$ cat config.mk
export PLATFORM = sky130hd
export DESIGN_NAME = noc_mmr_tx_flat
export DESIGN_NICKNAME = d
export VERILOG_FILES = /design/src/rtl/noc_mmr_tx_if.sv /design/src/rtl/noc_mmr_tx.sv /design/src/flat_wrapper.sv
export SDC_FILE = /design/constraint.sdc
export NUM_CORES = 1
export LEC_CHECK = 0
export BUFFER_PORTS_ARGS = -buffer_cell sky130_fd_sc_hd__buf_2
export CAP_MARGIN = 20
export CORE_MARGIN = 2
export CORE_UTILIZATION = 32
export CTS_CLUSTER_SIZE = 8
export DETAILED_ROUTE_END_ITERATION = 10
export MAX_ROUTING_LAYER = met4
export SLEW_MARGIN = 40
export SYNTH_ARGS = -nofsm -noshare
export SYNTH_HDL_FRONTEND = slang
export SYNTH_SLANG_ARGS = --single-unit
$ cat constraint.sdc
create_clock -name clk -period 3.91 [get_ports clk]
set_input_delay 0.5865 -clock clk [delete_from_list [all_inputs] [get_ports clk]]
set_output_delay 0.5865 -clock clk [all_outputs]
set_load 0.005 [all_outputs]
$ cat src/rtl/noc_mmr_tx_if.sv
// Purpose: bundles the MMR write bus, the NoC transmit handshake and the status word of noc_mmr_tx.
// Latency: none (wires only).
// Backpressure: noc_tx_ready from the router holds noc_tx_valid/noc_tx_flit stable until accepted.
// Ports: mmr_we/mmr_location/loadnoc_data (writeback -> block), noc_tx_valid/noc_tx_flit (block -> router),
//        noc_tx_ready (router -> block), mmr_status (block -> software poll path).
// Modports: master = writeback stage + router side, slave = the transmit block itself.
interface noc_mmr_tx_if;
    logic        mmr_we;
    logic [31:0] mmr_location;
    logic [31:0] loadnoc_data;
    logic        noc_tx_valid;
    logic        noc_tx_ready;
    logic [39:0] noc_tx_flit;
    logic [31:0] mmr_status;

    modport master (
        output mmr_we,
        output mmr_location,
        output loadnoc_data,
        output noc_tx_ready,
        input  noc_tx_valid,
        input  noc_tx_flit,
        input  mmr_status
    );

    modport slave (
        input  mmr_we,
        input  mmr_location,
        input  loadnoc_data,
        input  noc_tx_ready,
        output noc_tx_valid,
        output noc_tx_flit,
        output mmr_status
    );
endinterface

$ cat src/rtl/noc_mmr_tx.sv
// Purpose: memory-mapped NoC transmitter; MMR writes queue {dest,data} in a FIFO that feeds a one-flit output register.
// Latency: TX_DATA write at edge E0 -> flit valid after E1 (two edges) when idle and enabled; 1 flit/cycle sustained.
// Backpressure: flit held stable until noc_tx_ready; pushes to a full FIFO are dropped and set sticky overflow.
// Ports: clk, reset (synchronous, active-low), bus (noc_mmr_tx_if.slave: MMR write bus, NoC tx handshake, mmr_status).
module noc_mmr_tx #(
    parameter logic [31:0] BASE_ADDR = 32'h0000_4000,
    parameter int          DEPTH     = 4,
    parameter logic [3:0]  NODE_ID   = 4'h0
) (
    input  logic         clk,
    input  logic         reset,
    noc_mmr_tx_if.slave  bus
);
    localparam int          AW        = $clog2(DEPTH);
    localparam logic [AW:0] FULL_CNT  = (AW+1)'(DEPTH);
    localparam logic [31:0] ADDR_DATA = BASE_ADDR;
    localparam logic [31:0] ADDR_DEST = BASE_ADDR + 32'h4;
    localparam logic [31:0] ADDR_CTRL = BASE_ADDR + 32'h8;

    typedef struct packed {
        logic [3:0]  dest;
        logic [31:0] data;
    } entry_t;

    typedef struct packed {
        logic [3:0]  dest;
        logic [3:0]  src;
        logic [31:0] data;
    } flit_t;

    entry_t        mem [DEPTH];
    logic [AW-1:0] wr_ptr;
    logic [AW-1:0] rd_ptr;
    logic [AW:0]   count;

    logic [3:0]    dest_reg;
    logic          overflow;
    logic          tx_enable;
    logic [15:0]   sent_cnt;

    logic          out_vld;
    flit_t         out_flit;

    logic          wr_data;
    logic          wr_dest;
    logic          wr_ctrl;
    logic          fifo_full;
    logic          fifo_empty;
    logic          push;
    logic          pop;
    logic          handshake;

    // Full 32-bit decode; the reserved slot and everything outside the window fall through.
    assign wr_data    = bus.mmr_we && (bus.mmr_location == ADDR_DATA);
    assign wr_dest    = bus.mmr_we && (bus.mmr_location == ADDR_DEST);
    assign wr_ctrl    = bus.mmr_we && (bus.mmr_location == ADDR_CTRL);

    assign fifo_full  = (count == FULL_CNT);
    assign fifo_empty = (count == '0);

    // Fullness is judged on pre-edge state, so a same-cycle pop never rescues a push into a full FIFO.
    assign push       = wr_data && !fifo_full;
    assign handshake  = out_vld && bus.noc_tx_ready;
    // Loading on the handshake cycle itself gives back-to-back flits without a bubble.
    assign pop        = tx_enable && !fifo_empty && (!out_vld || handshake);

    // Storage array carries no reset: pointers and count define which entries are live.
    always_ff @(posedge clk) begin
        if (push) begin
            mem[wr_ptr] <= '{dest: dest_reg, data: bus.loadnoc_data};
        end
    end

    always_ff @(posedge clk) begin
        if (!reset) begin
            wr_ptr    <= '0;
            rd_ptr    <= '0;
            count     <= '0;
            dest_reg  <= 4'h0;
            overflow  <= 1'b0;
            tx_enable <= 1'b1;
            sent_cnt  <= 16'h0;
            out_vld   <= 1'b0;
            out_flit  <= '0;
        end else begin
            if (push) begin
                wr_ptr <= wr_ptr + AW'(1);
            end
            if (pop) begin
                rd_ptr <= rd_ptr + AW'(1);
            end
            case ({push, pop})
                2'b10:   count <= count + (AW+1)'(1);
                2'b01:   count <= count - (AW+1)'(1);
                default: count <= count;
            endcase

            if (wr_data && fifo_full) begin
                overflow <= 1'b1;
            end
            if (wr_dest) begin
                dest_reg <= bus.loadnoc_data[3:0];
            end
            if (wr_ctrl) begin
                tx_enable <= bus.loadnoc_data[1];
                if (bus.loadnoc_data[0]) begin
                    overflow <= 1'b0;
                end
            end

            if (handshake) begin
                sent_cnt <= sent_cnt + 16'h1;
            end

            // tx_enable only gates loads; a flit already presented stays until accepted.
            if (pop) begin
                out_vld  <= 1'b1;
                out_flit <= '{dest: mem[rd_ptr].dest, src: NODE_ID, data: mem[rd_ptr].data};
            end else if (handshake) begin
                out_vld  <= 1'b0;
            end
        end
    end

    assign bus.noc_tx_valid = out_vld;
    assign bus.noc_tx_flit  = out_flit;
    assign bus.mmr_status   = {sent_cnt, 8'(count), 3'b000, tx_enable, out_vld,
                               overflow, fifo_empty, fifo_full};
endmodule

$ cat src/flat_wrapper.sv
// flat-port wrapper written by rule: the top's interface ports become plain ports
module noc_mmr_tx_flat 
#(
    parameter logic [31:0] BASE_ADDR = 32'h0000_4000,
    parameter int          DEPTH     = 4,
    parameter logic [3:0]  NODE_ID   = 4'h0
)
  (clk, reset, bus_mmr_we, bus_mmr_location, bus_loadnoc_data, bus_noc_tx_ready, bus_noc_tx_valid, bus_noc_tx_flit, bus_mmr_status);
  noc_mmr_tx_if bus_i ();
  input  logic clk;
  input  logic reset;
  input wire logic [$bits(bus_i.mmr_we)-1:0] bus_mmr_we;
  input wire logic [$bits(bus_i.mmr_location)-1:0] bus_mmr_location;
  input wire logic [$bits(bus_i.loadnoc_data)-1:0] bus_loadnoc_data;
  input wire logic [$bits(bus_i.noc_tx_ready)-1:0] bus_noc_tx_ready;
  output wire logic [$bits(bus_i.noc_tx_valid)-1:0] bus_noc_tx_valid;
  output wire logic [$bits(bus_i.noc_tx_flit)-1:0] bus_noc_tx_flit;
  output wire logic [$bits(bus_i.mmr_status)-1:0] bus_mmr_status;
  assign bus_i.mmr_we = bus_mmr_we;
  assign bus_i.mmr_location = bus_mmr_location;
  assign bus_i.loadnoc_data = bus_loadnoc_data;
  assign bus_i.noc_tx_ready = bus_noc_tx_ready;
  assign bus_noc_tx_valid = bus_i.noc_tx_valid;
  assign bus_noc_tx_flit = bus_i.noc_tx_flit;
  assign bus_mmr_status = bus_i.mmr_status;
  noc_mmr_tx #(.BASE_ADDR(BASE_ADDR), .DEPTH(DEPTH), .NODE_ID(NODE_ID)) u_core (.clk(clk), .reset(reset), .bus(bus_i));
endmodule
==> results of run 1 <==
==> cells by family after synthesis <==
| logic type | share of synthesized area |
|---|---|
| flops | 0.694 |
| buf+inv | 0.0365 |
| other cells | 0.000461 |
| mux | 0.108 |
| xor+xnor | 0.0140 |
| simple gates | 0.0965 |
| compound gates | 0.0383 |
| fa+ha+maj | 0.0117 |
==> critical path, cell delays in order <==
cell and delay (ns):
buf_2 0.11, nor4_1 0.38, nand4_2 0.27, nor4b_4 0.52, and2_2 0.54, buf_4 0.32
==> area by class of cell <==
class / count / area, µm² / share of cell area
Clock inverter: 2 / 60.1 / 0.00601
Timing Repair Buffer: 139 / 736 / 0.0737
Sequential cell: 210 / 5650 / 0.566
Inverter: 11 / 42.5 / 0.00426
Clock buffer: 54 / 841 / 0.0842
Tap cell: 330 / 413 / 0.0413
Multi-Input combinational cell: 287 / 2240 / 0.225
==> path summary, 6_finish.rpt <==
| kind | endpoint | from | cells after the start |
|---|---|---|---|
| min | u_core.mem[1][9] | bus_loadnoc_data[9] | 1 |
| max reg2reg | u_core.count[2] | u_core.count[2] | 10 |
| min reg2reg | u_core.bus.noc_tx_flit[29] | u_core.bus.noc_tx_flit[29] | 2 |
| max | u_core.mem[2][19] | bus_mmr_location[4] | 6 |
==> power breakdown <==
group / leakage (nW) / switching (mW) / internal, mW
clock: 0.424 / 0.899 / 1.50
sequential: 1.79 / 0.00000000253 / 2.37
combinational: 1.22 / 0.0475 / 0.0282
==> layer usage <==
layer  vias up  wire length [µm]
li1       2266                 -
met1      2348              7350
met2       136              8800
met3        25               917
met4         0               244
met5         -                 0
==> metrics by stage <==
step / setup slack (ns) / hold slack [ns]
after floorplan: 0.997 / 0.453
after global placement: 0.854 / 0.443
after detailed placement: 0.808 / 0.445
after CTS: 1.15 / 0.235
after global routing: 1.18 / 0.238
final: 1.40 / 0.259
==> cells in the final DEF, fill, tap and decap left out, drive strengths merged <==
cell,synthesis,layout
a21boi,1,1
a21oi,46,46
and2,6,6
and3,1,1
and4,2,2
buf,32,139
bufinv,0,1
clkbuf,10,54
clkinv,1,2
conb,1,12
dfxtp,66,66
edfxtp,144,144
fa,1,1
ha,6,6
inv,10,10
mux2i,7,7
mux4,36,36
nand2,90,90
nand2b,2,2
nand3,6,6
nand4,8,8
nor2,17,17
nor3,2,2
nor3b,1,1
nor4,7,7
nor4b,4,4
o21ai,2,2
o31a,3,3
o31ai,5,5
or2,1,1
or2b,1,1
or3,2,2
or4,5,5
xnor2,1,1
xor2,12,12
==> impl_metrics.toml, run 1 <==
[final_layout]
layout-drive-gt1-share = 0.323
areaGrowthSynthToFinish_pct = 22.8
max_flop_register = "u_core.mem"
postLayoutCellArea_um2 = 9990
utilization = 0.399
num_antenna_cells = 0
nFillCells = 2362
stdcell_count = 1033
largest_reg_flops = 144
fin_nets = 754

[pwr]
power_mw = 4.85
peakVddDrop_v = 0.000337
p_leak_nw = 3.44
cellPowerDensity_nw_per_um2 = 485

[global_routing]
grt_pass1_vias = 4874
antenna_found_initial = 0
busiest_layer = "met2"
grt_first_pass_wirelength_mm = 26.9
grt_overflow_total = 0
grt_util_met2 = 0.233
grt_use_met1 = 0.164
grt_start_max_net_pins = 41
track_usage = 0.135
met3_usage = 0.0254

[routing]
drtPass1Iterations = 4
wl_per_cell_um = 16.8
finalWirelength_mm = 17.3
vias_per_cell = 4.62
vias = 4775
ant_nets = 0
drc = 0
drt_iter0_drc = 257

[sta]
max_slew_margin = 0.487
fin_setup_tns_ns = 0
rsz0062_at_grt = "false"
hold_violations = 0
setup_viol = 0
max_clock_freq_mhz = 399
maxSlewViolCount = 0
min_period_over_period = 0.642
fin_worst_skew_ns = 0.00764
period_minus_slack_ns = 2.51
worstMarginPinSlew_ns = 0.759

[min_path]
hp-class = "input port to flop"

[clocking]
cts_tree = "done"
cts-htree-levels = 1
postCtsSetupBuffers = 0
clockBufferDepth = 3
cts_buffers = 30
cts_hold_buf = 0
insertion_delay_ns = 0.54
post_cts_resized = 0
cts_sinks = 210
path_clk_slew_ns = 0.05
clock-root-buffer = "clkbuf_16"

[die]
die_w_um = 163
ios = 141
core_um2 = 25000
row_count = 58
start_util = 0.325
die-area_um2 = 26700
die_h_um = 163

[yosys]
yosys.area.top_type_share = 0.532
yosys_register_bits = 210
async_reset_ff_frac = 0
yosysWarnings = 0
yosysSeqAreaShare = 0.694
synth_top_cell_by_area = "edfxtp_1"
synth.distinct_cells = 46
synth.most_common_cell = "edfxtp_1"
synth_area_leaders = "edfxtp_1, dfxtp_1, mux4_2, nand2_1, a21oi_1"
synth-edff-count = 144
yosys-top-cells-count = "edfxtp_1, nand2_1, dfxtp_1"
synth_area_um2 = 8130
synth_area_per_cell_um2 = 15.1
syn_inst = 539
synth_ff_type = "edfxtp_1"

[placement]
dp_hpwl_mm = 11.1
gp_congestion = 0.693
placed_area_um2 = 9060
io_buffers = 128
place_inst = 976

[worst_setup_path]
crit_type = "input port to flop"
worstPathMaxFanout = 18
startpoint_type = "input port"
r2r_slack_ns = 1.51
cp.arrival_ns = 2.74
cp_data_required_time_ns = 4.14
worstSetupEndpointType = "flop"

[run]
max_cap_viol_count = 0

[status]
status = "finished, final reports clean"
No activity file was read; power rests on OpenSTA's default activity.
==> run 2: changes to the inputs <==
==> constraint.sdc (replaced) <==
create_clock -name clk -period 2.3 [get_ports clk]
set_input_delay 0.345 -clock clk [delete_from_list [all_inputs] [get_ports clk]]
set_output_delay 0.345 -clock clk [all_outputs]
set_load 0.005 [all_outputs]
==> impl_metrics.toml, run 2 (synthesis results as in run 1) <==
[die]
die_h_um = 163
die_w_um = 163
start_util = 0.325
core_um2 = 25000
die-area_um2 = 26700
ios = 141
row_count = 58

[pwr]
p_sw_mw = 1.58
clock_power_share = 0.489
share_comb_of_total_power = 0.017
seq_power_share = 0.494
p_leak_nw = 3.55
peakVddDrop_v = 0.000373
power_mw = 8.16
swShare = 0.194
cellPowerDensity_nw_per_um2 = 794
power.internal_mw = 6.58

[clocking]
cts_buffers = 30
postCtsSetupBuffers = 0
cts_hold_buf = 0
post_cts_resized = 0
cts-htree-levels = 1
clockBufferDepth = 3
path_clk_slew_ns = 0.05
insertion_delay_ns = 0.52
cts_sinks = 210
clock-root-buffer = "clkbuf_16"
cts_tree = "done"

[final_layout]
multiInputGateArea_um2 = 2320
max_flop_register = "u_core.mem"
largest_reg_flops = 144
layout_common_cells = "edfxtp_1, buf_2, nand2_1, dfxtp_1, a21oi_1"
areaGrowthSynthToFinish_pct = 26.4
layout_commonest_cell = "edfxtp_1"
nFillCells = 2317
layout-drive-gt1-share = 0.348
fin_nets = 770
ff_latch_area_um2 = 5650

[sta]
max_slew_margin = 0.509
maxSlewViolCount = 0
worst_slack_ns = 0.181
worstMarginPinSlew_ns = 0.735
rsz0062_at_grt = "false"
fin_worst_skew_ns = 0.0114
fin_setup_tns_ns = 0
max_clock_freq_mhz = 472
hold_violations = 0
period_minus_slack_ns = 2.12
setup_viol = 0
min_period_over_period = 0.921

[worst_setup_path]
crit_chain = "nor3b_1, buf_4, nor2_1, nor4b_4, inv_1, ha_2, inv_2, fa_2, xor2_1, or3_1, a21oi_1"
worstSetupEndpointType = "flop"
crit_type = "flop to flop"
cpLargestDelayFamily = "simple AND/OR/NAND/NOR gates"
startpoint_type = "flop"
cp.arrival_ns = 2.56
max_stage_delay_ns = 0.35
worstPathMaxFanout = 3
critPathSlowestCell = "fa_2"
cp_data_required_time_ns = 2.74
crit_buf_inv = 3
r2r_slack_ns = 0.18

[routing]
drtPass1Iterations = 4
finalWirelength_mm = 17.0
wl_per_cell_um = 16.1
drc = 0
vias = 4843
ant_nets = 0
drt_iter0_drc = 304
vias_per_cell = 4.61

[global_routing]
grt_overflow_total = 0
antenna_found_initial = 1
grt_pass1_vias = 4801
grt_start_max_net_pins = 38
track_usage = 0.130
grt_first_pass_wirelength_mm = 25.9

[run]
max_cap_viol_count = 0

[placement]
dp_hpwl_mm = 10.8
io_buffers = 128
place_ws_ns = -0.101
gp_congestion = 0.741

[min_path]
hp-class = "input port to flop"

[status]
status = "finished, final reports clean"
## run 2: changes by cell type in the layout (fill, tap and decap cells not counted), moves of 2 or more
cell     delta
buf_12     +10
buf_4       +6
inv_2       +2
nor4_1      -5
nor4_2      +2
nor4_4      +3
nor4b_2     -2
nor4b_4     +2
## run 2: layout make-up
type	instances	share of cell area
tap	330	0.0402
inverter	11	0.00402
timing repair buffer	155	0.0954
sequential	210	0.550
clock inverter	1	0.000609
antenna	1	0.000243
multi-input combinational	287	0.226
clock buffer	55	0.0842
## run 2: final timing paths
check                                                 from                    endpoint  cells after the start
worst min register to register  u_core.bus.noc_tx_flit[39]  u_core.bus.noc_tx_flit[39]                      2
worst max-delay path                       u_core.count[2]             u_core.count[2]                     11
worst max register to register             u_core.count[2]             u_core.count[2]                     11
worst min-delay path                   bus_loadnoc_data[7]            u_core.mem[0][7]                      1
## run 2: power by group through the flow
stage | clock network, mW | logic, mW | registers [mW]
after global placement | 0 | 0.137 | 4.10
after detailed placement | 0 | 0.141 | 4.10
final | 3.99 | 0.140 | 4.03
after floorplan | 0 | 0.0482 | 4.11
after CTS | 4.10 | 0.141 | 4.03
after global routing | 4.27 | 0.155 | 4.02
## run 2: through the flow
step           instances  area (µm²)  utilization  hold WS, ns
5_1_grt             1050       10300        0.411       0.0130
6_report            1050       10300        0.411       0.0349
4_1_cts             1049       10300        0.410       0.0133
3_3_place_gp         993        9400        0.376        0.438
2_1_floorplan        550        8260            -        0.444
3_5_place_dp         993        9400        0.376        0.446
## run 2: worst register-to-register path, delay by kind of cell (launching register included)
kind | cells | cell delay, ns
simple gates | 4 | 0.65
flops | 1 | 0.32
xor+xnor | 1 | 0.15
compound gates | 1 | 0.12
fa+ha+maj | 2 | 0.54
buf+inv | 3 | 0.27
## run 2: metal layers
metal / GRT usage / part of all wire / vias up
met5: - / 0 / -
met4: 0.0354 / 0.018 / 0
met3: 0.0340 / 0.073 / 23
met2: 0.211 / 0.48 / 150
met1: 0.161 / 0.43 / 2375
li1: - / - / 2295
